File: src/rtl/stream_arb2x1.sv
// Two-input valid/ready stream arbiter feeding a single-entry output register.
// Ties are broken by a two-state round-robin FSM, so the port that was just
// served loses the next tie. An output drain and a new accept can happen in
// the same cycle, which gives one beat per cycle throughput.
module stream_arb2x1 #(
  parameter int WIDTH = 8
) (
  input  logic             clk,
  input  logic             rst,
  input  logic             in0_valid,
  input  logic [WIDTH-1:0] in0_data,
  output logic             in0_ready,
  input  logic             in1_valid,
  input  logic [WIDTH-1:0] in1_data,
  output logic             in1_ready,
  output logic             out_valid,
  output logic [WIDTH-1:0] out_data,
  output logic             out_src,
  input  logic             out_ready
);

  typedef enum logic {
    PRIO0 = 1'b0,
    PRIO1 = 1'b1
  } prio_t;

  prio_t            state_q, state_d;
  logic             out_valid_q, out_valid_d;
  logic [WIDTH-1:0] out_data_q, out_data_d;
  logic             out_src_q, out_src_d;

  logic             can_accept;
  logic             grant_any;
  logic             grant_idx;
  logic             accept;

  // Output slot is free when it is empty or being drained this cycle.
  assign can_accept = !out_valid_q | out_ready;

  // Grant selection: a lone requester wins; on a tie the FSM state decides.
  always_comb begin
    grant_any = in0_valid | in1_valid;
    grant_idx = in1_valid & (!in0_valid | (state_q == PRIO1));
  end

  // Ready only ever goes to the granted port, and is held low during reset.
  assign in0_ready = grant_any & !grant_idx & can_accept & !rst;
  assign in1_ready = grant_any &  grant_idx & can_accept & !rst;
  assign accept    = in0_ready | in1_ready;

  // Next-state logic for the priority FSM and the output register.
  always_comb begin
    state_d     = state_q;
    out_valid_d = out_valid_q;
    out_data_d  = out_data_q;
    out_src_d   = out_src_q;
    if (accept) begin
      out_valid_d = 1'b1;
      out_data_d  = grant_idx ? in1_data : in0_data;
      out_src_d   = grant_idx;
      state_d     = grant_idx ? PRIO0 : PRIO1;
    end else if (out_valid_q && out_ready) begin
      out_valid_d = 1'b0;
    end
  end

  // State registers with synchronous reset; reset discards any held beat.
  always_ff @(posedge clk) begin
    if (rst) begin
      state_q     <= PRIO0;
      out_valid_q <= 1'b0;
      out_data_q  <= '0;
      out_src_q   <= 1'b0;
    end else begin
      state_q     <= state_d;
      out_valid_q <= out_valid_d;
      out_data_q  <= out_data_d;
      out_src_q   <= out_src_d;
    end
  end

  assign out_valid = out_valid_q;
  assign out_data  = out_data_q;
  assign out_src   = out_src_q;

endmodule

File: config.mk
export PLATFORM = sky130hd
export DESIGN_NAME = stream_arb2x1
export DESIGN_NICKNAME = d
export VERILOG_FILES = /design/src/rtl/stream_arb2x1.sv
export SDC_FILE = /design/constraint.sdc
export NUM_CORES = 1
export LEC_CHECK = 0
export BUFFER_PORTS_ARGS = -buffer_cell sky130_fd_sc_hd__buf_2
export CORE_MARGIN = 4
export CORE_UTILIZATION = 45
export DETAILED_ROUTE_END_ITERATION = 10
export PLACE_DENSITY_LB_ADDON = 0.05
export SLEW_MARGIN = 0
export SYNTH_ARGS = -nofsm -noshare
export SYNTH_HDL_FRONTEND = slang
export SYNTH_SLANG_ARGS = --single-unit
File: constraint.sdc
create_clock -name clk -period 1.6 [get_ports clk]
set_input_delay 0.16 -clock clk [delete_from_list [all_inputs] [get_ports clk]]
set_output_delay 0.16 -clock clk [all_outputs]
set_load 0.01 [all_outputs]
==> results, run 1 <==
- Setup repair after global routing left no endpoint under its margin.
- The number of buffers inserted during clock tree synthesis is 3.
- The first-iteration detailed-routing DRC count is 9.
- Across every metal layer, demand over resource in global routing totals 0.167.
- The worst flop-to-flop path startpoint is out_valid.
- The critical path goes through nor2b_4 > or3_4 > nor2_1 > buf_2.
- From bottom edge to top edge, the die measures ~45 um.
- The source-to-sink clock delay at the later pin of the worst-skew pair is 0.27 ns.
- In this run the post-CTS setup repair buffer count came out at 0.
- The placed instances occupy a cell area of 739 um^2.
- In this run the worst path has a maximum fanout of 11.
- The family with the most delay on the worst path is simple AND/OR/NAND/NOR gates.
- The count of max-cap constraint violations is 0.
- The main flop type after synthesis is dfxtp_1.
- For this run, the slowest stage of the critical path takes 0.38 ns.
- The worst setup path is captured at an output pin.
- Clock-pin slew was measured on the worst setup and hold paths at 0.07 ns.
- The max-slew violation count is 0.
- The floorplan has 13 rows.
- Port buffering added 32 buffers.
- Together, buffers and inverters on the worst path number 1.
- The cell count after synthesis is 68.
- The floorplan step defined a core boundary enclosing 1300 um^2.
- The synthesis-to-layout area growth is 24.2%.
- The biggest area consumer among synthesized cells is dfxtp_1.
- 33 I/O pins were placed.
- For this run, design rule violations remaining after detail routing come to 0.
- CTS built an H-tree with a depth of 1.
- The total number of yosys warnings is 0.
- The total wire length after detailed routing is 1710 um.
- The minimum period implied by the final worst setup slack is 1.52 ns.
- The share of Yosys cell area claimed by the top area cell type is 0.353.
- The synthesized design contains 0 enable-type register cells.
- The number of synthesized register bits is 11.
- The residual antenna-violating net count after detailed routing is 0.
- The global-route wire length before repair is 2500 um.
- The number of buffers on the longest clock path is 2.
- The data required time of the worst path is 1.44 ns.
- The distinct cell type count of the synthesized netlist is 22.
- The measured slew at the worst slew-check pin is 0.415 ns.
- For this block, the via count after detailed routing is 674.
- The area enclosed by the die boundary is 2050 um^2.
- The headroom to the max-slew limit is 0.716.
- The initial antenna violation count is 0.
- The finished cells cover 776 um^2.
- The clock sink total is 11.
- The worst setup path is of the reg2out kind.
- The leakage power of the design is 0.328 nW.
- The iteration count of the initial detailed-routing pass is 4.
- The worst-case vdd ir drop is 0.414 mV.
- Entering global routing, the biggest net connects 22 pins.
- TritonCTS built the clock tree.
- The count of final hold-check violations is 0.
- The via count of the first global-routing pass is 562.
- The tightest hold margin is 0.210 ns.
- The share of final-layout standard cells stronger than drive strength 1 is 0.454.
- Derived from the worst setup path, the maximum achievable clock frequency is 0.659 GHz.
- The number of vias per cell is 6.02.
- The slowest stage of the critical path belongs to the cell or3_4.
- The worst hold path begins at in0_data[0].
- The placer's final routability congestion estimate is between 0.7 and 0.8.
- Dividing total power by cell area gives a power density of 875 nW/um^2.
- The final setup violation count is 0.
- Among all cell types in the netlist, the one instantiated most often is nor4_1.
- The detailed-placement wirelength estimate is around 1100 um.
- Of the synthesized area, sequential elements account for 0.353.
- In the final design database the tool counted ~120 nets.
- Across the routed clock network, the largest skew measured is 0.00111 ns.
- In this run the clock root is driven by a clkbuf_4.
- Ranked by instance count, the synthesized netlist is headed by nor4_1, dfxtp_1, a21oi_1.
- Summed over all layers, the global routing overflow is 0.
- The worst setup path startpoint is out_valid.
- The flow ran to the end, and the final reports show no timing, DRC or antenna violations.
- The post-synth net total is a little under 90.
- The total standard cell area after synthesis is 624 um^2.
- The period utilization is 0.949.
- The critical path arrival is around 1.4 ns.
- The async set or reset register ratio after synthesis is 0.
- Sorting the synthesized cells by area gives the leading types as dfxtp_1, nor4_1, a2111oi_1, a21oi_1, buf_6.
- From left edge to right edge, the die measures 45.3 um.
- After detailed routing, the average wire length per cell comes to 15.3 um.
- The number of antenna cells inserted is 0.
- The sort of element at the start of the critical path is a flop.
- The initial standard-cell utilization of the core is 0.480.
- The average footprint of a synthesized cell is 9.18 um^2.
- Adding up every negative setup slack in the final design gives 0 ns.
- The type of the most critical hold path is in2reg.
cells in the final DEF, fill, tap and decap left out, drive strengths merged:
cell     instances
o21ai            2
a21oi           10
buf             34
dfxtp           11
nor2b            3
a2111oi          9
a31oi            1
nor2             1
nor4            16
or3              2
clkbuf           4
or2b             1
or2              1
inv              2
area by class of cell:
class / instances / area (um^2)
Multi-Input combinational cell: 46 / 327
Tap cell: 15 / 18.8
Sequential cell: 11 / 221
Inverter: 2 / 7.51
Fill cell: 121 / 526
Clock buffer: 4 / 26.3
Timing Repair Buffer: 34 / 175
state kept, by name, summed over array words and instances (netlist names):
| name | cells |
|---|---|
| out_data | 8 |
| out_src | 1 |
| out_valid | 1 |
| state_q | 1 |
routing by layer:
layer,part of all wire,track usage,up-vias
li1,-,-,328
met1,0.46,0.239,311
met2,0.44,0.234,31
met3,0.089,0.0279,4
met4,0.016,0.0877,0
met5,0,0,-
logic make-up after synthesis:
kind of cell | share of synthesized area
AOI/OAI and AO/OA | 0.261
and+or+nand+nor | 0.249
buffers and inverters | 0.138
DFF | 0.353
worst paths after layout:
kind	cells past startpoint	to	slack [ns]
worst min register to register	2	out_data[3]	0.52
worst max register to register	3	out_data[4]	0.40
worst max-delay path	4	in1_ready	0.08
worst min-delay path	3	out_data[0]	0.21
metrics by stage:
stage	power [mW]	cells	setup WS, ns	utilization
5_1_grt	0.715	112	0.00371	0.596
2_1_floorplan	0.431	68	0.386	-
3_5_place_dp	0.486	107	0.309	0.568
3_3_place_gp	0.483	107	0.344	0.568
4_1_cts	0.675	111	0.0126	0.588
6_report	0.678	112	0.0820	0.596
report_power, final:
part	switching, mW	internal, mW	leakage, nW
combinational	0.0958	0.0765	0.221
clock	0.0979	0.0965	0.0150
sequential	0.0122	0.300	0.0918
timing repair:
action                                  in CTS  in global routing
endpoints found under the setup margin       0                  1
hold buffers                                 0                  0
gates resized for setup                      0                  1
worst reg2reg max path, delay by kind of cell (launching register included):
kind / cells / cell delay, ns
simple gates: 3 / 0.76
flops: 1 / 0.35
(Power assumes the default switching activity.)
==> inputs of run 2 (changes only) <==
- ABC_AREA: not set -> 1
==> results, run 2 <==
- The H-tree level count is 1.
- The async set or reset register ratio after synthesis is 0.
- The placer's final routability congestion estimate is 0.799.
- The average instance in the mapped netlist occupies 6.24 um^2.
- The most frequent standard cell in the layout excluding fill and tap cells is nand2_1.
- The worst-case vdd ir drop is 0.402 mV.
- In the final timing run, aggregate negative setup slack is 0 ns.
- The overall fraction of global-route tracks in use is 0.171.
- The number of buffers on the longest clock path is 2.
- The leftover overflow at the end of global routing is 0.
- The number of enable flip-flop cells after synthesis is 0.
- The peak-usage layer in the global routing report is met2.
- The placed instance count is roughly 140.
- The total standard cell area after synthesis is 612 um^2.
- The setup clock skew after layout is 0.00163 ns.
- The number of flip-flops under the largest register name is 8.
- In this run the core area contains 13 standard-cell rows.
- After synthesis the netlist holds a flip-flop and latch count of 11.
- After synthesis, the netlist uses 15 different library cells.
- The headroom to the max-slew limit is 0.848.
- The share of Yosys cell area claimed by the top area cell type is 0.360.
- The cell area power density is 897 nW/um^2.
- The first global-routing pass estimated 2480 um of wire.
- The flow ran to the end, and the final reports show no timing, DRC or antenna violations.
- The detailed-placement wirelength estimate is 1160 um.
- Data on the critical path is required at its endpoint by 1.44 ns.
- Derived from the worst setup path, the maximum achievable clock frequency is 0.744 GHz.
- The met1 global-route usage is 0.220.
- The synthesis-to-layout area growth is 32.7%.
- The number of input and output port buffers inserted is 32.
- The main flop type after synthesis is dfxtp_1.
- The top cell types in the final layout, fill and taps aside, are nand2_1, buf_2, nor2_1.
- dfxtp_1 takes more of the synthesized area than any other cell.
- In this run the worst hold path is classified as in2reg.
- The kind of end point of the critical path is an output pin.
- The initial utilization of the core area, before any placement, comes to 0.476.
- In this run the critical register-to-register path is launched from state_q.
- The worst setup path is of the reg2out kind.
- The global routing met2 resource utilization is 0.264.
- By area the synthesized netlist is led by dfxtp_1, nand2_1, nor2_1, nand3_1, inv_1.
- The count of cells in the finished layout, fillers not included, comes to 148.
- The clock-pin slew on the worst setup and hold paths is roughly 0.08 ns.
- 0 antenna diodes ended up in the layout.
- For the pin with the worst max-slew slack, the measured transition is 0.227 ns.
- The area enclosed by the die boundary is 2010 um^2.
- The source-to-sink clock delay at the later pin of the worst-skew pair is roughly 0.28 ns.
- Synthesis handed over a netlist of roughly 100 instances.
- In the routed design, unresolved DRC markers number 0.
- The horizontal extent of the die is 44.9 um.
- The clock net in this run drives a total of 11 sinks.
- The initial antenna violation count is 0.
- Setup repair after global routing left no endpoint under its margin.
- Once detail routing completed, the nets flagged for antenna violations numbered 0.
- The sequential area share after synthesis is 0.360.
- The final design utilization is 0.632.
- The post-synth net total is 119.
- The most common cell in the synthesized netlist is nand2_1.
- The count of hold-fix buffers inserted at cts is 0.
- The height of the chip is between 40 and 50 um.
- After detailed routing, the total wire length is around 1600 um.
- The net count of the finished layout is between 150 and 200.
- The wire length per cell is 10.5 um.
- The sort of element at the start of the critical path is a flop.
- In this run the most critical hold path is launched from rst.
- After synthesis, the most frequently instantiated cells are nand2_1, nor2_1, dfxtp_1.
- The via total after detailed routing is 673.
- The standard cell core area is 1280 um^2.
- The detailed router finished its first iteration with 6 violations.
- The number of buffers inserted during clock tree synthesis is 3.
- The max-slew violation count is 0.
- Data arrives at the worst endpoint at between 1 and 1.5 ns.
- The pre-antenna-repair detailed-routing pass consisted of 2 iterations.
- The count of max-cap constraint violations is 0.
- The number of gates given a new drive strength after cts is 0.
- During I/O placement, the number of pins put on the boundary was 33.
- The minimum period implied by the final worst setup slack is approximately 1.3 ns.
- Setup violations remaining at the end of the flow were counted as 0.
- The highest net fanout along the worst path is 10.
- The share of final-layout standard cells stronger than drive strength 1 is 0.353.
- The leakage power of the design is between 0.4 and 0.5 nW.
- The number of setup buffers added after CTS is 0.
- The met3 routing resource usage after global routing is 0.0319.
- The CTS tree is yes.
- The count of final hold-check violations is 0.
- The total number of yosys warnings is 0.
- The via count of the first global-routing pass came to 607.
- In this run the worst setup path begins at state_q.
- Dividing the final minimum period by the clock period gives 0.840.
- The maximum number of pins on one net before global-route repair is 12.
- The number of vias per cell is 4.55.
- The buffer type at the clock tree root is clkbuf_4.
==> run 2: routing by layer <==
layer | wire, um | vias up
li1 | - | 365
met3 | 100 | 2
met5 | 0 | -
met4 | 21 | 0
met2 | 717 | 19
met1 | 714 | 287
==> run 2: power by group <==
part / internal (mW) / switching (mW) / leakage (nW)
logic: 0.0838 / 0.122 / 0.385
clock network: 0.0967 / 0.107 / 0.0150
registers: 0.303 / 0.0154 / 0.0912
==> run 2: path summary, 6_finish.rpt <==
| kind | to | cells past startpoint | slack [ns] |
|---|---|---|---|
| min | out_valid | 2 | 0.09 |
| max reg2reg | out_data[1] | 8 | 0.45 |
| min reg2reg | out_src | 2 | 0.50 |
| max | in1_ready | 5 | 0.26 |
==> run 2: cell families (layout without fill, tap and decap cells) <==
kind of cell,Yosys count,count (layout),share of synthesized area
flops,11,11,0.360
simple gates,69,69,0.505
buf+inv,14,49,0.0961
compound gates,4,4,0.0389
==> run 2: cell type report <==
type / count / area, um^2
clock buffer: 4 / 26.3
fill: 142 / 473
inverter: 13 / 53.8
multi-input combinational: 73 / 333
sequential: 11 / 220
tap: 15 / 18.8
timing repair buffer: 32 / 160
==> run 2: worst max-delay path, cell delays in order, from the launching register on <==
cell	delay, ns
dfxtp_1	0.38
inv_2	0.05
nand2_2	0.07
nand2_4	0.11
nor2_4	0.15
buf_2	0.15
==> run 2: per-stage QoR <==
stage | area [um^2] | hold WS [ns] | total power [mW] | setup slack (ns)
2_1_floorplan | 612 | 0.229 | 0.455 | 0.540
3_3_place_gp | 786 | 0.377 | 0.528 | 0.480
3_5_place_dp | 786 | 0.383 | 0.533 | 0.456
4_1_cts | 812 | 0.0844 | 0.734 | 0.251
5_1_grt | 812 | 0.100 | 0.778 | 0.209
6_report | 812 | 0.0873 | 0.729 | 0.255
==> inputs of run 3 (changes only) <==
- CORE_UTILIZATION: 45 -> 38
- clock period: 1.6 -> 1.1 ns (I/O delays scaled with it)
==> results, run 3 (synthesis gave the netlist of run 2 again) <==
- Prior to clock tree synthesis, the placed netlist has a worst setup slack of 0.0156 ns.
- The count of hold-fix buffers inserted at cts is 0.
- The cell area reported after detailed placement is 795 um^2.
- The max-slew violation count is 0.
- Across the routed clock network, the largest skew measured is 0.00128 ns.
- Data on the critical path arrives at its endpoint at approximately 1.0 ns.
- Derived from the worst setup path, the maximum achievable clock frequency is 0.867 GHz.
- The number of flip-flops under the largest register name is 8.
- The detailed-placement wirelength estimate is between 1000 and 1500 um.
- The standard cell core area is 1510 um^2.
- The floorplan step set the die width to 48.1 um.
- Compared with the post-synthesis result, the final layout area differs by 51.9%.
- The worst setup path is captured at an output pin.
- The initialized floorplan defines 14 standard-cell rows.
- Of the cells placed in the final design, the portion with a size suffix greater than 1 is 0.429.
- The first-iteration detailed-routing DRC count is 8.
- The area enclosed by the die boundary is 2320 um^2.
- Setup repair after global routing could not meet its margin everywhere.
- The clock sink total is 11.
- The wire length per cell is around 11 um.
- The final design utilization is 0.617.
- The CTS tree is yes.
- The type of the most critical hold path is in2reg.
- The sort of element at the start of the critical path is a flop.
- The repair_antennas step left the layout with diodes totalling 0.
- The highest net fanout along the worst path is 4.
- The overall fraction of global-route tracks in use is 0.160.
- Measured along the y axis, the die boundary spans 48.1 um.
- The first global-routing pass estimated between 2000 and 3000 um of wire.
- The slowest library cell on the worst path is dfxtp_2.
- The number of buffers inserted during clock tree synthesis is 3.
- The minimum period implied by the final worst setup slack is 1.15 ns.
- Max-cap violations in this run came to 0.
- For this run, design rule violations remaining after detail routing come to 0.
- The most frequent standard cell in the layout excluding fill and tap cells is nand2_1.
- The critical path is of the reg2out type.
- In this run the power density over the cells is 1190 nW/um^2.
- The detailed router placed 710 vias in this run.
- Headroom to the max-slew limit came out at 0.874.
- The setup slack on the worst flop-to-flop path is ~0.01 ns.
- The count of final hold-check violations is 0.
- The clock-pin slew on the worst setup and hold paths is 0.08 ns.
- The buffer type at the clock tree root is clkbuf_4.
- The number of vias per cell is 4.55.
- The first detailed-routing pass ran for 4 iterations.
- The final reports fail on negative setup slack.
- The final design instance area without fill is 930 um^2.
- The total number of nets in the final design is 162.
- The number of input and output port buffers inserted is 32.
- No sink is reached through more buffers than the 2 on the longest clock path.
- Traced cell by cell, the critical path runs through nand2_1 > nand2_2 > nor2_4 > buf_6.
- The initial antenna violation count is 0.
- The routed design has 1700 um of wire.
- Dividing the final minimum period by the clock period gives 1.05.
- The via count of the first global-routing pass came to 602.
- At the later pin of the worst-skew pair, clock insertion delay measures about 0.27 ns.
- The congestion estimate from routability-driven global placement came to 0.789.
- Setup violations remaining at the end of the flow were counted as 2.
- The H-tree level count is 1.
- After global routing the overflow that remains totals 0.
- 33 I/O pins were placed.
- The measured slew at the worst slew-check pin is 0.188 ns.
- The worst-case vdd ir drop is ~0.55 mV.
- The maximum number of pins on one net before global-route repair is 11.
- The largest stage delay on the critical path is roughly 0.34 ns.
- Leaving out fill and tap cells, the most frequent cells in the layout are nand2_1, buf_2, nor2_1.
- The residual antenna-violating net count after detailed routing is 0.
- For this configuration, the core starts out at a cell density of 0.406.
- The leakage power of the design is 0.538 nW.
- Data on the critical path is required at its endpoint by 0.99 ns.
- The run finished, with violations left.
- The tightest hold margin is roughly 0.055 ns.
- Across all setup checks in the final design, the least slack found is -0.0530 ns.
[run 3: changes by cell type in the layout (fill, tap and decap cells not counted), sizes merged]
cell  delta
buf      +6
nor2     +1
[run 3: critical path: cells and delay by family (launching register included)]
family | cells | cell delay, ns
buf+inv | 1 | 0.12
flops | 1 | 0.34
simple gates | 3 | 0.31
[run 3: final timing paths]
check	from	endpoint	cells after the start
worst max-delay path	state_q	in0_ready	4
worst min-delay path	rst	out_valid	2
worst max register to register	state_q	out_data[0]	8
worst min register to register	out_src	out_src	2
[run 3: stage by stage]
stage	setup TNS, ns	power [mW]	instances
detailed placement	0	0.773	146
finish	-0.0979	1.11	156
global placement	0	0.772	146
CTS	-0.445	1.09	154
global route	-0.607	1.20	156
floorplan	0	0.662	98
[run 3: final cells by class]
cell class | count | area (um^2)
clock buffers | 4 | 26.3
fillers | 145 | 577
inverters | 13 | 53.8
multi-input cells | 74 | 383
flip-flops and latches | 11 | 225
well taps | 16 | 20.0
repair buffers | 38 | 221
[run 3: power by group]
group	switching, mW	internal (mW)	total, mW
Clock	0.145	0.140	0.285
Sequential	0.0234	0.442	0.465
Combinational	0.200	0.158	0.358
Total	0.368	0.740	1.11
[run 3: what timing repair did]
item                       in CTS  in global routing
cloned                          0                  1
setup buffers                   4                  1
setup endpoints to repair       9                 11
resized for setup               6                 10
pin swaps                       9                 10
[run 3: per-layer routing]
layer / part of all wire / GRT usage
met2: 0.48 / 0.259
met4: 0.0082 / 0.0806
met5: 0 / 0
met3: 0.092 / 0.0369
met1: 0.42 / 0.199
